**config.mk**
```make
export PLATFORM = sky130hd
export DESIGN_NAME = bambu_slave_port_initiator
export DESIGN_NICKNAME = d
export VERILOG_FILES = /design/src/rtl/bambu_slave_pkg.sv /design/src/rtl/bambu_slave_lane_mux.sv /design/src/rtl/bambu_slave_port_initiator.sv
export SDC_FILE = /design/constraint.sdc
export NUM_CORES = 1
export LEC_CHECK = 0
export ABC_AREA = 1
export CORE_MARGIN = 1.5
export CORE_UTILIZATION = 42
export DETAILED_ROUTE_END_ITERATION = 8
export GPL_TIMING_DRIVEN = 0
export PLACE_DENSITY = 0.81
export RECOVER_POWER = 100
export REMOVE_ABC_BUFFERS = 1
export SYNTH_ARGS = -nofsm -noshare
export SYNTH_HDL_FRONTEND = slang
export SYNTH_SLANG_ARGS = --single-unit
```
**constraint.sdc**
```tcl
create_clock -name clock -period 1.3 [get_ports clock]
set_input_delay 0.13 -clock clock [delete_from_list [all_inputs] [get_ports clock]]
set_output_delay 0.13 -clock clock [all_outputs]
set_load 0.02 [all_outputs]
```
**src/rtl/bambu_slave_pkg.sv**
```systemverilog
// Shared types and defaults for the Bambu slave-port initiator.
package bambu_slave_pkg;

    typedef enum logic [1:0] {
        IDLE  = 2'd0,
        ISSUE = 2'd1,
        RESP  = 2'd2
    } state_e;

    localparam int unsigned DEF_ADDR_W = 7;
    localparam int unsigned DEF_DATA_W = 8;
    localparam int unsigned DEF_SIZE_W = 4;
    localparam int unsigned MAX_DATA_W = 64;

    // Low 'size' bits set; callers truncate to their own data width.
    function automatic logic [MAX_DATA_W-1:0] size_mask(input int unsigned size);
        logic [MAX_DATA_W-1:0] m;
        m = '0;
        for (int unsigned i = 0; i < MAX_DATA_W; i++) begin
            m[i] = (i < size);
        end
        return m;
    endfunction

endpackage

```
**src/rtl/bambu_slave_lane_mux.sv**
```systemverilog
// Steers the registered request onto one channel slice of the packed S_* buses
// and selects that channel's read-data slice.
module bambu_slave_lane_mux
    import bambu_slave_pkg::*;
#(
    parameter int unsigned N_CH   = 2,
    parameter int unsigned ADDR_W = DEF_ADDR_W,
    parameter int unsigned DATA_W = DEF_DATA_W,
    parameter int unsigned SIZE_W = DEF_SIZE_W,
    parameter int unsigned CH_W   = 1
) (
    input  logic                     active_i,
    input  logic                     we_i,
    input  logic [CH_W-1:0]          ch_i,
    input  logic [ADDR_W-1:0]        addr_i,
    input  logic [DATA_W-1:0]        wdata_i,
    input  logic [SIZE_W-1:0]        size_i,
    input  logic [N_CH*DATA_W-1:0]   rdata_bus_i,
    output logic [N_CH-1:0]          oe_o,
    output logic [N_CH-1:0]          we_o,
    output logic [N_CH*ADDR_W-1:0]   addr_o,
    output logic [N_CH*DATA_W-1:0]   wdata_o,
    output logic [N_CH*SIZE_W-1:0]   size_o,
    output logic [DATA_W-1:0]        rdata_o
);

    always_comb begin
        oe_o    = '0;
        we_o    = '0;
        addr_o  = '0;
        wdata_o = '0;
        size_o  = '0;
        rdata_o = '0;
        for (int unsigned c = 0; c < N_CH; c++) begin
            if (ch_i == CH_W'(c)) begin
                rdata_o = rdata_bus_i[c*DATA_W +: DATA_W];
                if (active_i) begin
                    oe_o[c]                      = !we_i;
                    we_o[c]                      = we_i;
                    addr_o[c*ADDR_W +: ADDR_W]   = addr_i;
                    wdata_o[c*DATA_W +: DATA_W]  = wdata_i;
                    size_o[c*SIZE_W +: SIZE_W]   = size_i;
                end
            end
        end
    end

endmodule

```
**src/rtl/bambu_slave_port_initiator.sv**
```systemverilog
// Single-outstanding command initiator for the S_* slave memory port of an HLS core.
// Optional protocol checker: define SLAVE_PROTO_CHECK_EN.
module bambu_slave_port_initiator
    import bambu_slave_pkg::*;
#(
    parameter int unsigned N_CH    = 2,
    parameter int unsigned ADDR_W  = DEF_ADDR_W,
    parameter int unsigned DATA_W  = DEF_DATA_W,
    parameter int unsigned SIZE_W  = DEF_SIZE_W,
    parameter int unsigned TIMEOUT = 255
) (
    input  logic                      clock,
    input  logic                      reset,
    input  logic                      cmd_valid,
    output logic                      cmd_ready,
    input  logic [$clog2(N_CH)-1:0]   cmd_ch,
    input  logic                      cmd_we,
    input  logic [ADDR_W-1:0]         cmd_addr,
    input  logic [DATA_W-1:0]         cmd_wdata,
    input  logic [SIZE_W-1:0]         cmd_size,
    output logic                      rsp_valid,
    input  logic                      rsp_ready,
    output logic [DATA_W-1:0]         rsp_rdata,
    output logic                      rsp_err,
    output logic [N_CH-1:0]           S_oe_ram,
    output logic [N_CH-1:0]           S_we_ram,
    output logic [N_CH*ADDR_W-1:0]    S_addr_ram,
    output logic [N_CH*DATA_W-1:0]    S_Wdata_ram,
    output logic [N_CH*SIZE_W-1:0]    S_data_ram_size,
    input  logic [N_CH*DATA_W-1:0]    Sout_Rdata_ram,
    input  logic [N_CH-1:0]           Sout_DataRdy,
    output logic                      proto_err
);

    localparam int unsigned CH_W  = $clog2(N_CH);
    localparam int unsigned TMR_W = $clog2(TIMEOUT + 1);

    state_e              state_q, state_d;
    logic [CH_W-1:0]     ch_q, ch_d;
    logic                we_q, we_d;
    logic [ADDR_W-1:0]   addr_q, addr_d;
    logic [DATA_W-1:0]   wdata_q, wdata_d;
    logic [SIZE_W-1:0]   size_q, size_d;
    logic [TMR_W-1:0]    timer_q, timer_d;
    logic [DATA_W-1:0]   rdata_q, rdata_d;
    logic                err_q, err_d;
    logic [DATA_W-1:0]   lane_rdata;
    logic                size_bad;

    assign size_bad = (cmd_size == '0) || (32'(cmd_size) > DATA_W);

    always_comb begin
        state_d = state_q;
        ch_d    = ch_q;
        we_d    = we_q;
        addr_d  = addr_q;
        wdata_d = wdata_q;
        size_d  = size_q;
        timer_d = timer_q;
        rdata_d = rdata_q;
        err_d   = err_q;
        unique case (state_q)
            IDLE: begin
                if (cmd_valid) begin
                    ch_d    = cmd_ch;
                    we_d    = cmd_we;
                    addr_d  = cmd_addr;
                    size_d  = cmd_size;
                    wdata_d = cmd_wdata & DATA_W'(size_mask(32'(cmd_size)));
                    timer_d = '0;
                    rdata_d = '0;
                    err_d   = size_bad;
                    state_d = size_bad ? RESP : ISSUE;
                end
            end
            ISSUE: begin
                timer_d = timer_q + 1'b1;
                // Completion wins over timeout when both land in the same cycle.
                if (Sout_DataRdy[ch_q]) begin
                    state_d = RESP;
                    err_d   = 1'b0;
                    rdata_d = we_q ? '0 : lane_rdata;
                end else if (timer_q == TMR_W'(TIMEOUT - 1)) begin
                    state_d = RESP;
                    err_d   = 1'b1;
                    rdata_d = '0;
                end
            end
            RESP: begin
                if (rsp_ready) begin
                    state_d = IDLE;
                end
            end
            default: state_d = IDLE;
        endcase
    end

    always_ff @(posedge clock) begin
        if (reset) begin
            state_q <= IDLE;
            ch_q    <= '0;
            we_q    <= 1'b0;
            addr_q  <= '0;
            wdata_q <= '0;
            size_q  <= '0;
            timer_q <= '0;
            rdata_q <= '0;
            err_q   <= 1'b0;
        end else begin
            state_q <= state_d;
            ch_q    <= ch_d;
            we_q    <= we_d;
            addr_q  <= addr_d;
            wdata_q <= wdata_d;
            size_q  <= size_d;
            timer_q <= timer_d;
            rdata_q <= rdata_d;
            err_q   <= err_d;
        end
    end

    assign cmd_ready = (state_q == IDLE) && !reset;
    assign rsp_valid = (state_q == RESP);
    assign rsp_rdata = rdata_q;
    assign rsp_err   = err_q;

    bambu_slave_lane_mux #(
        .N_CH   (N_CH),
        .ADDR_W (ADDR_W),
        .DATA_W (DATA_W),
        .SIZE_W (SIZE_W),
        .CH_W   (CH_W)
    ) u_lane (
        .active_i    (state_q == ISSUE),
        .we_i        (we_q),
        .ch_i        (ch_q),
        .addr_i      (addr_q),
        .wdata_i     (wdata_q),
        .size_i      (size_q),
        .rdata_bus_i (Sout_Rdata_ram),
        .oe_o        (S_oe_ram),
        .we_o        (S_we_ram),
        .addr_o      (S_addr_ram),
        .wdata_o     (S_Wdata_ram),
        .size_o      (S_data_ram_size),
        .rdata_o     (lane_rdata)
    );

`ifdef SLAVE_PROTO_CHECK_EN
    logic [N_CH-1:0] active_mask;
    logic [N_CH-1:0] rdy_prev_q;
    logic            proto_err_q;
    logic            stray_rdy, double_rdy, orphan_ready;

    always_comb begin
        active_mask = '0;
        for (int unsigned c = 0; c < N_CH; c++) begin
            if ((state_q == ISSUE) && (ch_q == CH_W'(c))) begin
                active_mask[c] = 1'b1;
            end
        end
    end

    assign stray_rdy    = |(Sout_DataRdy & ~active_mask);
    assign double_rdy   = |(Sout_DataRdy & rdy_prev_q & active_mask);
    assign orphan_ready = rsp_ready && !rsp_valid;

    always_ff @(posedge clock) begin
        if (reset) begin
            proto_err_q <= 1'b0;
            rdy_prev_q  <= '0;
        end else begin
            rdy_prev_q <= Sout_DataRdy;
            if (stray_rdy || double_rdy || orphan_ready) begin
                proto_err_q <= 1'b1;
            end
            if (stray_rdy)    $display("bambu_slave_port_initiator: DataRdy on inactive channel %b", Sout_DataRdy);
            if (double_rdy)   $display("bambu_slave_port_initiator: DataRdy held two cycles");
            if (orphan_ready) $display("bambu_slave_port_initiator: rsp_ready without rsp_valid");
        end
    end

    assign proto_err = proto_err_q;
`else
    assign proto_err = 1'b0;
`endif

endmodule

```
==> flow_summary.toml, run 1 <==
[cells_and_area]
num-fill-cells = 375
layout.nets = 474
fin_util_pct = 74.57
num_antenna_cells = 0
multi_input_area_mm2 = 0.001446
final_cell_mix = "nand2_1, clkdlybuf4s50_1, a21oi_1, dfxtp_1, buf_4"
layout_commonest_cell = "nand2_1"
drive_gt1_share_pct = 32.56
areaGrowthSynthToFinish_pct = 68.19
final_cell_count_no_fill = 497
regArea_um2 = 814.5

[floorplanning]
die_area_mm2 = 0.005522
io_pins = 97
start_util_pct = 44.34
die_w_um = 74.31
core_mm2 = 0.004817
rows = 25
fp.dieH_um = 74.31

[outcome]
violations = "negative setup slack"
outcome = "complete, but fails checks"

[synthesis]
synthDistinctLibCells = 28
yosysWarnings = 0
seq_area_frac_synth_pct = 37.49
yosysTopAreaCell = "dfxtp_1"
async_flop_share_pct = 0
syn_inst = 322
ys_top_cells_by_area = "dfxtp_1, nand2_1, nor3_1, a21oi_1, inv_1"
synth_edf_count = 0
synth_top_area_share_pct = 37.49
syn_area_mm2 = 0.002136
synthFlopType = "dfxtp_1"
syn_area_per_cell_um2 = 6.633
synth-seq-cells = 40

[timing]
layout_min_cycle_time_ns = 1.418
skew_ns = 0.007538
final_hold_viol_count = 0
slew_violations = 0
maxSlewHeadroom_pct = 49.44
rsz0062_at_grt = "yes"
fmax_ghz = 0.7053
fin_crit_sh_pct = 109.1
setup_viol = 49
finalWorstSetupSlack_ns = -0.1179
tightest_slew_ns = 0.7571

[clocking]
ctsLongestPathBuffers = 2
cts_buffers = 5
tritoncts = "built"
cts-root-buf = "clkbuf_8"
cts.hold.buffers_added = 0
clock_latency_ns = 0.29
clk_transition_reported_paths_ns = 0.07
htreeDepth = 2
cts.sinks = 40

[route]
drtIter0Drc = 176
wire_per_inst_um = 16.63
post-route-drc-count = 0
via_per_inst = 5.441
vias = 2704
wirelength_mm = 8.267
first_pass_iters = 4
antenna_left = 0

[pwr]
ir_drop_v = 0.0008433
power_density_mw_per_mm2 = 1456
finalPower_w = 0.005230
p_leak_nw = 1.487

[global_routing]
grt_pass1_wl_mm = 10.41
antenna_found_initial = 0
grt_start_max_net_pins = 34
first_global_vias = 2321
grt_use_total_pct = 24.13
grt.overflow.total = 0

[placement]
place_inst = 465
place_congestion = 0.8489
portBuffers = 95
hpwl_mm = 4.335

[worst_setup_path]
worst-setup-path-type = "reg -> out"
cp-end-kind = "output port"
cp.required_ns = 1.17
cp_max_fo = 11
reg2reg_slack_ns = -0.02
arrival_ns = 1.29
startpoint_type = "flop"

[run]
maxCapViolations = 0

[hold_path]
hold_class = "in -> reg"
cell families after synthesis:
family,after synthesis,share of synthesized area (%)
adder cells (fa/ha/maj),2,1.171
AO/OA/AOI/OAI,70,17.58
buffers and inverters,58,11.25
flip-flops,40,37.49
AND/OR/NAND/NOR,151,32.34
other,1,0.1756
cell type report:
type,count,share of cell area (%)
Multi-Input combinational cell,232,40.26
Clock inverter,2,0.9753
Sequential cell,40,22.67
Timing Repair Buffer,109,26.26
Timing Repair inverter,2,0.4528
Clock buffer,6,2.020
Tap cell,67,2.334
Inverter,39,5.016
Yosys cell counts, types with 2 or more instances:
library cell and n:
ha_1 2, o21ai_0 24, a21oi_1 37, nand2_4 3
nor2_2 2, inv_1 35, buf_2 8, nor2_1 14
nand2_2 4, nand3_1 15, clkbuf_1 8, a211oi_1 4
dfxtp_1 40, nor3_1 44, nand2_1 66, inv_2 4
worst paths after layout:
path                     start             end  cells past startpoint
hold / removal    cmd_wdata[4]      wdata_q[4]                      3
setup reg to reg    state_q[0]      wdata_q[0]                      6
hold reg to reg   rsp_rdata[4]    rsp_rdata[4]                      2
setup / recovery    state_q[0]  S_Wdata_ram[8]                      4
layer usage:
| layer | track usage [%] | routed length [um] | vias to the layer above | share of wire, % |
|---|---|---|---|---|
| met5 | 0 | 0 | - | 0 |
| li1 | - | - | 1282 | - |
| met2 | 42.86 | 4150 | 149 | 50 |
| met1 | 29.19 | 3109 | 1245 | 38 |
| met4 | 7.475 | 259 | 0 | 3.1 |
| met3 | 5.014 | 747 | 28 | 9.0 |
timing repair:
| action | CTS | global route |
|---|---|---|
| gates resized for setup | 255 | 107 |
| gates cloned | 1 | 9 |
| setup endpoints to repair | 92 | 73 |
| pin swaps | 3 | 6 |
| setup buffers | 6 | 8 |
metrics by stage:
step | instance area, um^2 | setup WS (ns) | hold WS (ns) | setup TNS [ns]
floorplan | 2042 | -0.5814 | 0.1924 | -22.11
global placement | 3077 | -1.368 | 0.4476 | -73.37
detailed placement | 3077 | -1.444 | 0.4514 | -76.88
CTS | 3102 | -0.09638 | 0.3955 | -3.013
global route | 3592 | -0.1697 | 0.4344 | -5.018
finish | 3592 | -0.1179 | 0.3981 | -2.207
power by group:
group / leakage, nW / switching (W) / internal, W / total (W)
Clock: 0.0552 / 0.000437 / 0.000570 / 0.00101
Sequential: 0.330 / 0.000134 / 0.00143 / 0.00157
Combinational: 1.10 / 0.00172 / 0.000939 / 0.00266
Total: 1.49 / 0.00229 / 0.00294 / 0.00523
flip-flops by register name (all words and copies together) (netlist names):
name / flops
we_q: 1
state_q: 2
ch_q: 1
rsp_err: 1
rsp_rdata: 8
addr_q: 7
wdata_q: 8
size_q: 4
timer_q: 8
worst max-delay path, cell delays in order, from the launching register on:
cell     delay, ns
dfxtp_4       0.36
buf_12        0.15
nand2_8       0.12
nor3_1        0.17
buf_2         0.20
(Power assumes the default switching activity.)
==> run 2, diff against run 1 <==
Settings changed: SLEW_MARGIN set to 20.
==> results of run 2 <==
The final DEF is identical to that of run 1; final timing and power are the same.
==> run 3, diff against run 2 <==
Settings changed: CORE_MARGIN 1.5 to 2, CTS_CLUSTER_DIAMETER set to 150.
==> run 3 against run 2 <==
The run still ends with negative setup slack left. Setup slack got worse by 0.026 ns. Cell area up 5.9%. Worst hold slack worse by 0.0015 ns. Sequential share of layout area decreased by 1.3 points. Critical path depth is the same. Flip-flop and latch count unchanged. Critical path type unchanged. Count of clock-buffer cells in the layout stayed put. Register-to-register slack hardly changed. Cell count increased by 0.20%. Sequential power rose by 3%. Fmax shrank 1.8%.
==> flow_summary.toml, run 3 (synthesis gave the netlist of run 1 again) <==
[worst_setup_path]
startpoint_type = "flop"
worst-setup-path-type = "reg -> out"
crit_family = "flip-flops"
cp_max_fo = 7
arrival_ns = 1.31
crit_slowest_cell = "dfxtp_4"
path_buf_inv = 2
cp-end-kind = "output port"
slowest_delay_ns = 0.43
cp_cell_sequence = "buf_6 > nand2_8 > nor3_1 > buf_4"
cp.required_ns = 1.17

[timing]
finalWorstSetupSlack_ns = -0.1437
setup_tns_ns = -4.405
layout_min_cycle_time_ns = 1.444
setup_viol = 49
slew_violations = 0
fin_crit_sh_pct = 111.1
tightest_slew_ns = 0.5737
final_hold_viol_count = 0
maxSlewHeadroom_pct = 61.76
skew_ns = 0.002139
fmax_ghz = 0.6927
worst_hold_slack_ns = 0.3966
rsz0062_at_grt = "yes"

[placement]
hpwl_mm = 4.275
portBuffers = 95
place_congestion = 0.8258

[clocking]
tritoncts = "built"
cts-root-buf = "clkbuf_8"
cts.hold.buffers_added = 0
cts_buffers = 5
clk_transition_reported_paths_ns = 0.08
clock_latency_ns = 0.29
htreeDepth = 2
ctsLongestPathBuffers = 2
cts.sinks = 40

[pwr]
ir_drop_v = 0.0009150
p_leak_nw = 1.574
power_density_mw_per_mm2 = 1376

[cells_and_area]
layout.nets = 476
num-fill-cells = 321
drive_gt1_share_pct = 33.41
num_antenna_cells = 0
areaGrowthSynthToFinish_pct = 78.09
layout_commonest_cell = "nand2_1"
regArea_um2 = 814.5
multi_input_area_mm2 = 0.001533
final_cell_mix = "nand2_1, clkdlybuf4s50_1, a21oi_1, dfxtp_1, buf_4"

[route]
post-route-drc-count = 0
wirelength_mm = 8.707
vias = 2776
first_pass_iters = 5
drtIter0Drc = 225
wire_per_inst_um = 17.48
via_per_inst = 5.574
antenna_left = 0

[outcome]
violations = "negative setup slack"
outcome = "complete, but fails checks"

[floorplanning]
rows = 25
start_util_pct = 44.34
die_w_um = 75.31
fp.dieH_um = 75.31
die_area_mm2 = 0.005672
io_pins = 97
core_mm2 = 0.004817

[global_routing]
grt_start_max_net_pins = 34
grt_pass1_wl_mm = 11.46
first_global_vias = 2425
antenna_found_initial = 0
grt.overflow.total = 0
grt_use_total_pct = 26.69

[run]
maxCapViolations = 0

[hold_path]
hold_class = "in -> reg"
## run 3: final cells by class
class / count / area share [%]
inverter: 39 / 4.770
sequential: 40 / 21.41
timing repair inverter: 2 / 0.4276
tap: 67 / 2.204
multi-input combinational: 229 / 40.30
clock inverter: 1 / 0.1316
clock buffer: 6 / 1.908
timing repair buffer: 114 / 28.85
## run 3: what timing repair did
item / 4_1_cts / 5_1_grt
endpoints found under the setup margin: 92 / 70
pin swaps: 2 / 6
setup buffers: 11 / 7
cloned: 4 / 4
resized for setup: 289 / 98
## run 3: path summary, 6_finish.rpt
kind | from | end | slack (ns) | cells past startpoint
setup / recovery | state_q[0] | S_addr_ram[1] | -0.14 | 4
hold / removal | cmd_wdata[6] | wdata_q[6] | 0.40 | 3
setup reg to reg | state_q[0] | rsp_rdata[3] | -0.03 | 5
hold reg to reg | rsp_rdata[6] | rsp_rdata[6] | 0.46 | 2
## run 3: through the flow
step / cells / setup slack [ns] / utilization [%] / total power [W] / instance area (um^2)
3_3_place_gp: 465 / -1.425 / 63.87 / 0.003175 / 3077
2_1_floorplan: 303 / -0.5814 / - / 0.002573 / 2042
6_report: 498 / -0.1437 / 78.96 / 0.005235 / 3804
4_1_cts: 487 / -0.1370 / 68.91 / 0.004544 / 3319
3_5_place_dp: 465 / -1.516 / 63.87 / 0.003223 / 3077
5_1_grt: 498 / -0.2014 / 78.96 / 0.005455 / 3804
## run 3: per-layer routing
layer	share of wire [%]	global-route usage [%]
met4	4.2	10.14
met3	10	3.968
met1	38	32.76
met5	0	0
met2	48	47.15
## run 3: worst reg2reg max path, cell delays in order (launching register included)
cell,delay [ns]
dfxtp_4,0.43
buf_6,0.14
nand2_8,0.11
nor2_2,0.29
nand3_1,0.13
a21oi_1,0.16
## run 3: where the power goes
group          switching [W]  internal (W)
Sequential          0.000190       0.00143
Clock               0.000433      0.000365
Combinational        0.00180       0.00102
